## src/rtl/gpio_in_debounce.sv

```systemverilog
// Debounced GPIO input peripheral: 2-FF synchroniser and debounce counter per pin,
// W1C rise/fall status, per-edge IRQ enables and a registered level interrupt.
module gpio_in_debounce #(
    parameter int N_PINS          = 16,
    parameter int DEBOUNCE_CYCLES = 20000,
    parameter int CNT_W           = 15
) (
    input  logic              clk,
    input  logic              rst_n,
    input  logic              en_i,
    input  logic              r_en_i,
    input  logic              w_en_i,
    input  logic [31:0]       addr_i,
    input  logic [31:0]       w_data_i,
    input  logic [N_PINS-1:0] pin_i,
    output logic [31:0]       r_data_o,
    output logic              irq_o
);

    localparam logic [CNT_W-1:0] CNT_MAX = CNT_W'(DEBOUNCE_CYCLES - 1);

    localparam logic [1:0] REG_DATA   = 2'd0;
    localparam logic [1:0] REG_STATUS = 2'd1;
    localparam logic [1:0] REG_IRQ_EN = 2'd2;
    localparam logic [1:0] REG_RAW    = 2'd3;

    logic [N_PINS-1:0] meta;
    logic [N_PINS-1:0] sync;
    logic [N_PINS-1:0] stable;
    logic [N_PINS-1:0] accept;
    logic [N_PINS-1:0] rise;
    logic [N_PINS-1:0] fall;
    logic [N_PINS-1:0] rise_pend;
    logic [N_PINS-1:0] fall_pend;
    logic [N_PINS-1:0] rise_en;
    logic [N_PINS-1:0] fall_en;
    logic [N_PINS-1:0] rise_clr;
    logic [N_PINS-1:0] fall_clr;

    logic       rd;
    logic       wr;
    logic [1:0] sel;
    logic       unused_bits;

    assign rd  = en_i & r_en_i;
    assign wr  = en_i & w_en_i;
    assign sel = addr_i[3:2];
    assign unused_bits = ^{addr_i[31:4], addr_i[1:0], w_data_i};

    function automatic logic [15:0] pad(input logic [N_PINS-1:0] v);
        logic [15:0] ext;
        ext = '0;
        ext[N_PINS-1:0] = v;
        return ext;
    endfunction

    always_ff @(posedge clk or negedge rst_n) begin
        if (!rst_n) begin
            meta <= '0;
            sync <= '0;
        end else begin
            meta <= pin_i;
            sync <= meta;
        end
    end

    // A pin is accepted only after sync has differed from stable for DEBOUNCE_CYCLES
    // consecutive cycles; any return to the stable value restarts the count.
    for (genvar i = 0; i < N_PINS; i++) begin : g_pin
        logic [CNT_W-1:0] cnt;

        always_ff @(posedge clk or negedge rst_n) begin
            if (!rst_n) begin
                cnt <= '0;
            end else if (sync[i] == stable[i]) begin
                cnt <= '0;
            end else if (cnt == CNT_MAX) begin
                cnt <= '0;
            end else begin
                cnt <= cnt + CNT_W'(1);
            end
        end

        assign accept[i] = (sync[i] != stable[i]) && (cnt == CNT_MAX);
    end

    assign rise = accept & sync;
    assign fall = accept & ~sync;

    always_ff @(posedge clk or negedge rst_n) begin
        if (!rst_n) begin
            stable <= '0;
        end else begin
            stable <= stable ^ accept;
        end
    end

    assign rise_clr = (wr && sel == REG_STATUS) ? w_data_i[N_PINS-1:0]       : '0;
    assign fall_clr = (wr && sel == REG_STATUS) ? w_data_i[16+N_PINS-1:16]   : '0;

    // New edges are OR-ed in after the clear so a same-cycle edge always wins.
    always_ff @(posedge clk or negedge rst_n) begin
        if (!rst_n) begin
            rise_pend <= '0;
            fall_pend <= '0;
        end else begin
            rise_pend <= (rise_pend & ~rise_clr) | rise;
            fall_pend <= (fall_pend & ~fall_clr) | fall;
        end
    end

    always_ff @(posedge clk or negedge rst_n) begin
        if (!rst_n) begin
            rise_en <= '0;
            fall_en <= '0;
        end else if (wr && sel == REG_IRQ_EN) begin
            rise_en <= w_data_i[N_PINS-1:0];
            fall_en <= w_data_i[16+N_PINS-1:16];
        end
    end

    always_ff @(posedge clk or negedge rst_n) begin
        if (!rst_n) begin
            irq_o <= 1'b0;
        end else begin
            irq_o <= |((rise_pend & rise_en) | (fall_pend & fall_en));
        end
    end

    always_comb begin
        r_data_o = '0;
        if (rd) begin
            case (sel)
                REG_DATA:   r_data_o = {16'h0, pad(stable)};
                REG_STATUS: r_data_o = {pad(fall_pend), pad(rise_pend)};
                REG_IRQ_EN: r_data_o = {pad(fall_en), pad(rise_en)};
                REG_RAW:    r_data_o = {16'h0, pad(sync)};
                default:    r_data_o = '0;
            endcase
        end
    end

endmodule

```

## config.mk

```make
export PLATFORM = sky130hd
export DESIGN_NAME = gpio_in_debounce
export DESIGN_NICKNAME = d
export VERILOG_FILES = /design/src/rtl/gpio_in_debounce.sv
export SDC_FILE = /design/constraint.sdc
export NUM_CORES = 1
export LEC_CHECK = 0
export ABC_AREA = 1
export CELL_PAD_IN_SITES_DETAIL_PLACEMENT = 1
export CELL_PAD_IN_SITES_GLOBAL_PLACEMENT = 1
export CORE_ASPECT_RATIO = 0.7
export CORE_MARGIN = 2
export CORE_UTILIZATION = 40
export DETAILED_ROUTE_END_ITERATION = 8
export MAX_ROUTING_LAYER = met4
export PLACE_DENSITY_LB_ADDON = 0.12
export SETUP_SLACK_MARGIN = 0.15
export SKIP_CTS_REPAIR_TIMING = 1
export SLEW_MARGIN = 30
export SYNTH_ARGS = -nofsm -noshare
export SYNTH_HDL_FRONTEND = slang
export SYNTH_SLANG_ARGS = --single-unit
```

## constraint.sdc

```tcl
create_clock -name clk -period 1.4 [get_ports clk]
set_input_delay 0.28 -clock clk [delete_from_list [all_inputs] [get_ports clk]]
set_output_delay 0.28 -clock clk [all_outputs]
set_load 0.03 [all_outputs]
```

==> summary.md, run 1 <==
| Metric | Value |
|---|---|
| H-tree depth | `2` |
| Synth cell types | `32` |
| Clk sinks | `353` |
| Design area | `28000 um2` |
| Final Cycle Share | `130%` |
| CP endpoint kind | `primary output` |
| Syn Std Cell Area | `about 18000 um2` |
| Worst Setup Slack post-DPL | `-695 ps` |
| Die H | `roughly 180 um` |
| Pins Over Slew Limit | `0` |
| Max_slew headroom | `a little under two thirds` |
| First-pass GRT wire length | `around 94000 um` |
| Max VDD drop | `approximately 0.72 mV` |
| Static Leakage | `roughly 12 nW` |
| Detailed Route WL | `73900 um` |
| Initial DRC Count | `1264` |
| Residual DRC | `0` |
| FMAX | `~0.55 GHz` |
| PD cells | `945 nW/um2` |
| Dominant synthesized flop cell | `dfrtp_1` |
| TritonRoute pass-1 iters | `5` |
| RSZ-0062 raised after global routing | `yes` |
| Vias per cell | `about 5.4` |
| CP max FO | `3` |
| Routed Antenna Nets | `0` |
| Hpwl dp | `between 40000 and 50000 um` |
| Seq/Total Area, Yosys | `between 40% and 50%` |
| Clk Latency, worst-skew pair | `550 ps` |
| Antenna violations before repair | `1` |
| Post-DP Area | `between 20000 and 25000 um2` |
| Worst hold path type | `input port to flop` |
| Synthesis-stage register bit count | `353` |
| CTS tree | `yes` |
| Crit Path Category | `flop to primary output` |
| Clk pin slew, worst setup/hold paths | `70 ps` |
| Final min period | `1820 ps` |
| Endpoints failing setup | `between 150 and 200` |
| Synth area leader | `dfrtp_1` |
| Wirelength per Cell | `~21 um` |
| Via count | `between 15000 and 20000` |
| Remaining Overflow, GRT | `0` |
| Number of buffers inserted by port buffering | `87` |
| Synth-to-layout area growth | `56.0%` |
| Worst-Margin Slew | `around 540 ps` |
| Final Wtd Congestion | `approximately 0.90` |
| Slowest-stage cell, CP | `dfrtp_1` |
| Root Buffer | `clkbuf_16` |
| Req. time, crit path | `1120 ps` |
| Buf+Inv Stages, Crit Path | `2` |
| Clk_skew | `~18 ps` |
| Max-Cap Viols | `0` |
| Outcome | `complete, but fails checks` |
| Syn Nets | `between 2000 and 2500` |
| Mean Syn Cell Area | `roughly 7.6 um2` |
| Synth top area share | `between 40% and 50%` |
| Nets | `2932` |
| TritonCTS buffer count | `39` |
| Clock buffer depth | `3` |
| Share of layout cells above drive strength 1 | `approximately two fifths` |
| Reg-to-reg setup timing slack | `-280 ps` |
| Fill count | `between 4000 and 5000` |
| CP cell instances | `o21ai_1, buf_4, a31oi_4, buf_12` |
| # rows | `64` |
| Syn Inst Count | `roughly 2400` |
| Final setup margin | `-420 ps` |
| Post-synth EDFFs | `0` |
| Die width | `between 200 and 300 um` |
| Pin count of the biggest net entering global routing | `66` |
| Initial Util | `between 40% and 50%` |
| Final Hold Fails | `0` |
| CORE AREA | `between 40000 and 50000 um2` |
| Ys async rst share | `between 90% and 100%` |
| GRT Overall Usage | `25.5%` |
| CP peak stage delay | `around 400 ps` |
| Failing checks | `setup timing` |
| Worst path arrival time | `between 1500 and 2000 ps` |
| Crit-path leading delay family | `flip-flops` |
| Die area | `between 40000 and 50000 um2` |
| Worst setup SP type | `flop` |
| IO Pins | `around 120` |
| Warnings from Yosys | `0` |
| Top post-synthesis cells by area | `dfrtp_1, nand2_1, nor2_1` |
| Vias in the first global route | `18100` |
==> worst reg2reg max path, cell delays in order (launching register included) <==
cell and delay [ps]:
dfrtp_1 440, ha_2 240, nand2_4 70, nor2_4 180, nand2_2 100, nor2_4 160, nand3b_1 280, nand2_1 160
==> cell usage in the layout (no fill, tap or decap), drive strengths merged, types with 8 or more instances in the layout <==
cell	count
a21oi	48
buf	381
or2	10
xor2	57
nor3b	21
nor3	63
nand4	46
inv	270
dfrtp	353
clkbuf	59
ha	16
nand2	646
nor2	460
and2	14
a31oi	20
o21ai	155
clkinvlp	8
clkdlybuf4s50	49
nand3	155
clkinv	8
==> synthesized netlist by cell type (9+ instances only) <==
cell,instances
nand2_1,637
nor2_1,454
o21ai_0,70
and2_1,14
nand4_1,46
a21oi_1,48
o21ai_2,22
nand3_1,155
xor2_1,57
ha_1,16
a31oi_1,20
o21ai_1,63
nor3_1,63
or2_2,9
nor3b_1,21
inv_1,277
dfrtp_1,353
==> sequential cells by signal, summed over array words and instances, names as in the netlist, named ones only <==
signal / count
irq_o: 1
fall_en: 16
meta: 16
sync: 16
rise_pend: 16
g_pin.cnt: 240
fall_pend: 16
rise_en: 16
==> report_power, final <==
part	total [W]	leakage, nW	internal [W]	switching [W]
Clock	0.0115	0.681	0.00689	0.00458
Combinational	0.00364	6.78	0.00163	0.00201
Sequential	0.0113	4.68	0.0107	0.000618
==> logic make-up (layout without fill, tap and decap cells) <==
kind of cell / Yosys count / after routing / synth area share (%)
simple gates: 1417 / 1418 / 33.0
flops: 353 / 353 / 49.2
buf+inv: 299 / 784 / 6.65
compound gates: 227 / 227 / 6.99
xor+xnor: 61 / 61 / 2.98
fa+ha+maj: 16 / 16 / 1.12
other cells: 0 / 1 / 0
==> area by class of cell <==
cell class | instances | area [um2] | area share, %
Antenna cell | 1 | 2.50 | 0.00894
Clock inverter | 12 | 218 | 0.778
Sequential cell | 353 | 8880 | 31.7
Multi-Input combinational cell | 1722 | 11500 | 41.0
Tap cell | 594 | 743 | 2.66
Inverter | 280 | 1130 | 4.02
Timing Repair Buffer | 435 | 4380 | 15.7
Clock buffer | 57 | 1170 | 4.17
==> path summary, 6_finish.rpt <==
check / depth (start not counted) / to / from
worst max-delay path: 4 / r_data_o[10] / rise_pend[10]
worst min-delay path: 1 / meta[0] / pin_i[0]
worst max register to register: 7 / fall_pend[9] / g_pin[9].cnt[0]
worst min register to register: 0 / sync[12] / meta[12]
max in group asynchronous: 3 / g_pin[0].cnt[9] / rst_n
min in group asynchronous: 2 / g_pin[15].cnt[7] / rst_n
==> metrics by stage <==
stage                     hold slack, ps  TNS (ps)  power [W]  instances  utilization, %
after floorplan                    -15.6         0     0.0124       2373               -
after global placement               146    -46520     0.0137       3241            50.2
after detailed placement             146    -52080     0.0138       3241            50.2
after CTS                           -422    -28480     0.0252       3310            53.3
after global routing                 163    -29380     0.0273       3454            63.7
final                                170    -17620     0.0264       3454            63.7
==> per-layer routing <==
layer  up-vias  GRT usage, %  part of all wire (%)
li1       8450             -                     -
met1      9540          33.7                    41
met2       486          40.9                    50
met3       201          3.21                   3.8
met4         0          8.30                   4.7
met5         -             -                     0
Power figures use the tool's default switching activity.
==> inputs of run 2 (changes only) <==
--- a/config.mk
+++ b/config.mk
@@ -12,6 +12,7 @@
 export CORE_MARGIN = 2
 export CORE_UTILIZATION = 40
 export DETAILED_ROUTE_END_ITERATION = 8
+export GPL_TIMING_DRIVEN = 0
 export MAX_ROUTING_LAYER = met4
 export PLACE_DENSITY_LB_ADDON = 0.12
 export SETUP_SLACK_MARGIN = 0.15
==> summary.md, run 2 (synthesis results as in run 1) <==
| Metric | Value |
|---|---|
| Max FFs per register | `240 (unchanged)` |
| Die H | `181 um (unchanged)` |
| Final min period | `1750 ps (-72.9 ps)` |
| Synth-to-layout area growth | `44.1%` |
| CTS tree | `yes` |
| Commonest non-fill, non-tap cell in the layout | `nand2_1` |
| CORE AREA | `44000 um2 (unchanged)` |
| P_int | `0.0187 W (-2.5%)` |
| Final Cycle Share | `125% (-5.2 points)` |
| Endpoints failing setup | `124 (-24%)` |
| IO Pins | `118 (unchanged)` |
| Reg-to-reg setup timing slack | `-140 ps (+140 ps)` |
| Static Leakage | `11.2 nW (-7.4%)` |
| Worst path arrival time | `1470 ps (-70 ps)` |
| Worst hold path type | `input port to asynchronous set/reset pin` |
| Initial DRC Count | `996 (-21%)` |
| Sw Ratio | `26.5% (-0.75 points)` |
| Initial Util | `40.8% (unchanged)` |
| R2R Path End | `g_pin[7].cnt[5]` |
| Req. time, crit path | `1120 ps (about the same)` |
| Number of buffers inserted by port buffering | `87 (unchanged)` |
| Clk sinks | `353 (unchanged)` |
| Critical R2R Launch | `g_pin[7].cnt[0]` |
| Clk pin slew, worst setup/hold paths | `60 ps (about the same)` |
| Clk_skew | `16.0 ps (-2.45 ps)` |
| Clk Latency, worst-skew pair | `550 ps (about the same)` |
| Share of layout cells above drive strength 1 | `33.6% (-7.2 points)` |
| CP endpoint kind | `primary output` |
| CP max FO | `3 (unchanged)` |
| GRT Overall Usage | `24.2% (-1.3 points)` |
| H-tree depth | `2 (unchanged)` |
| Failing checks | `hold timing, setup timing` |
| Die area | `46600 um2 (unchanged)` |
| # rows | `64 (unchanged)` |
| Combinational power share | `12.7% (-1.1 points)` |
| TritonCTS buffer count | `39 (unchanged)` |
| Antenna violations before repair | `2 (+1)` |
| Most frequent cells in the layout | `nand2_1, dfrtp_1, nor2_1` |
| Final Wtd Congestion | `0.896 (-0.43%)` |
| Largest Register | `g_pin.cnt` |
| Hold_ws | `-397 ps (-566 ps)` |
| Root Buffer | `clkbuf_16` |
| Worst setup SP type | `flop` |
| Clock buffer depth | `3 (unchanged)` |
| Detailed Route WL | `63300 um (-14%)` |
| Max-Cap Viols | `0 (unchanged)` |
| PD cells | `986 nW/um2 (+4.4%)` |
| Nets | `2792 (-4.8%)` |
| Outcome | `complete, but fails checks` |
| Pin count of the biggest net entering global routing | `82 (+24%)` |
| Die width | `257 um (unchanged)` |
| Wirelength per Cell | `19.1 um (-11%)` |
| Vias in the first global route | `16900 (-6.7%)` |
| Remaining Overflow, GRT | `0 (unchanged)` |
| Crit Path Category | `flop to primary output` |
| TritonRoute pass-1 iters | `5 (unchanged)` |
| Max_slew headroom | `47.1% (-17 points)` |
| RSZ-0062 raised after global routing | `yes` |
| Residual DRC | `0 (unchanged)` |
| Switching pwr | `0.00676 W (-6.2%)` |
| Final Hold Fails | `126 (+126)` |
| Worst-Margin Slew | `790 ps (+246 ps)` |
| Max VDD drop | `0.881 mV (+22%)` |
| Routed Antenna Nets | `0 (unchanged)` |
| Clock power frac | `43.3% (about the same)` |
| Total design power | `0.0255 W (-3.5%)` |
| Worst Setup Slack post-DPL | `-1590 ps (-893 ps)` |
| Vias per cell | `5.28 (-2.4%)` |
| First-pass GRT wire length | `89000 um (-5.1%)` |
| Crit path to | `r_data_o[1]` |
| Hpwl dp | `40200 um (-6.7%)` |
| FMAX | `0.572 GHz (+4.2%)` |
| Final setup margin | `-347 ps (+72.9 ps)` |
| Via count | `17500 (-6.4%)` |
| Register share of total power | `44.0% (+1.1 points)` |
| Pins Over Slew Limit | `0 (unchanged)` |
| Register-to-Register Path Depth | `8 (+1)` |
-- run 2: changes by cell type in the layout (fill, tap and decap cells not counted), sizes merged --
cell         previous run  this run
buf                   381       237
diode                   1         2
clkinv                  8         9
bufinv                  6         5
clkinvlp                8         5
clkbuf                 59        60
inv                   270       273
dlygate4sd3             1         2
-- run 2: layout make-up --
cell class                 count  area [um2]
fill                        5044       18100
multi-input combinational   1722       10900
sequential                   353        8870
timing repair buffer         276        2660
clock buffer                  55        1150
inverter                     280        1140
tap                          594         743
buffer                        19         230
clock inverter                12         188
antenna                        2        5.00
-- run 2: critical path: stages, from the launching register on --
cell and delay, ps:
dfrtp_1 400, o21ai_1 130, a31oi_4 230, buf_6 170
-- run 2: how the worst min path moves through the flow --
stage | from | endpoint | slack (ps) | depth (start not counted)
floorplan | rst_n | asynchronous set/reset pin | -20 | 0
global placement | meta[1] | sync[1] | 330 | 0
detailed placement | rst_n | g_pin[15].cnt[11] | 180 | 1
CTS | rst_n | g_pin[15].cnt[11] | -400 | 1
global route | rst_n | g_pin[15].cnt[11] | -400 | 1
finish | rst_n | g_pin[15].cnt[11] | -400 | 1
-- run 2: power groups by stage --
stage	Sequential, W	Clock, W	Combinational, W
5_1_grt	0.0113	0.0117	0.00349
6_report	0.0112	0.0111	0.00323
3_5_place_dp	0.0113	0	0.00212
4_1_cts	0.0111	0.0112	0.00214
2_1_floorplan	0.0112	0	0.00117
3_3_place_gp	0.0113	0	0.00199
-- run 2: metrics by stage --
step | hold slack, ps | utilization (%) | instance area, um2 | setup TNS, ps | std cells
after floorplan | -15.6 | - | 18600 | 0 | 2373
after global placement | 332 | 45.9 | 20200 | -5870390 | 3054
after detailed placement | 180 | 46.3 | 20300 | -102170 | 3059
after CTS | -403 | 49.3 | 21700 | -70260 | 3126
after global routing | -397 | 58.8 | 25900 | -26900 | 3313
final | -397 | 58.8 | 25900 | -13600 | 3313
-- run 2: per-layer routing --
layer | GRT usage, % | wire (um)
met2 | 38.1 | 31100
met1 | 33.0 | 28500
met4 | 6.60 | 1860
met3 | 3.00 | 1860
met5 | - | 0
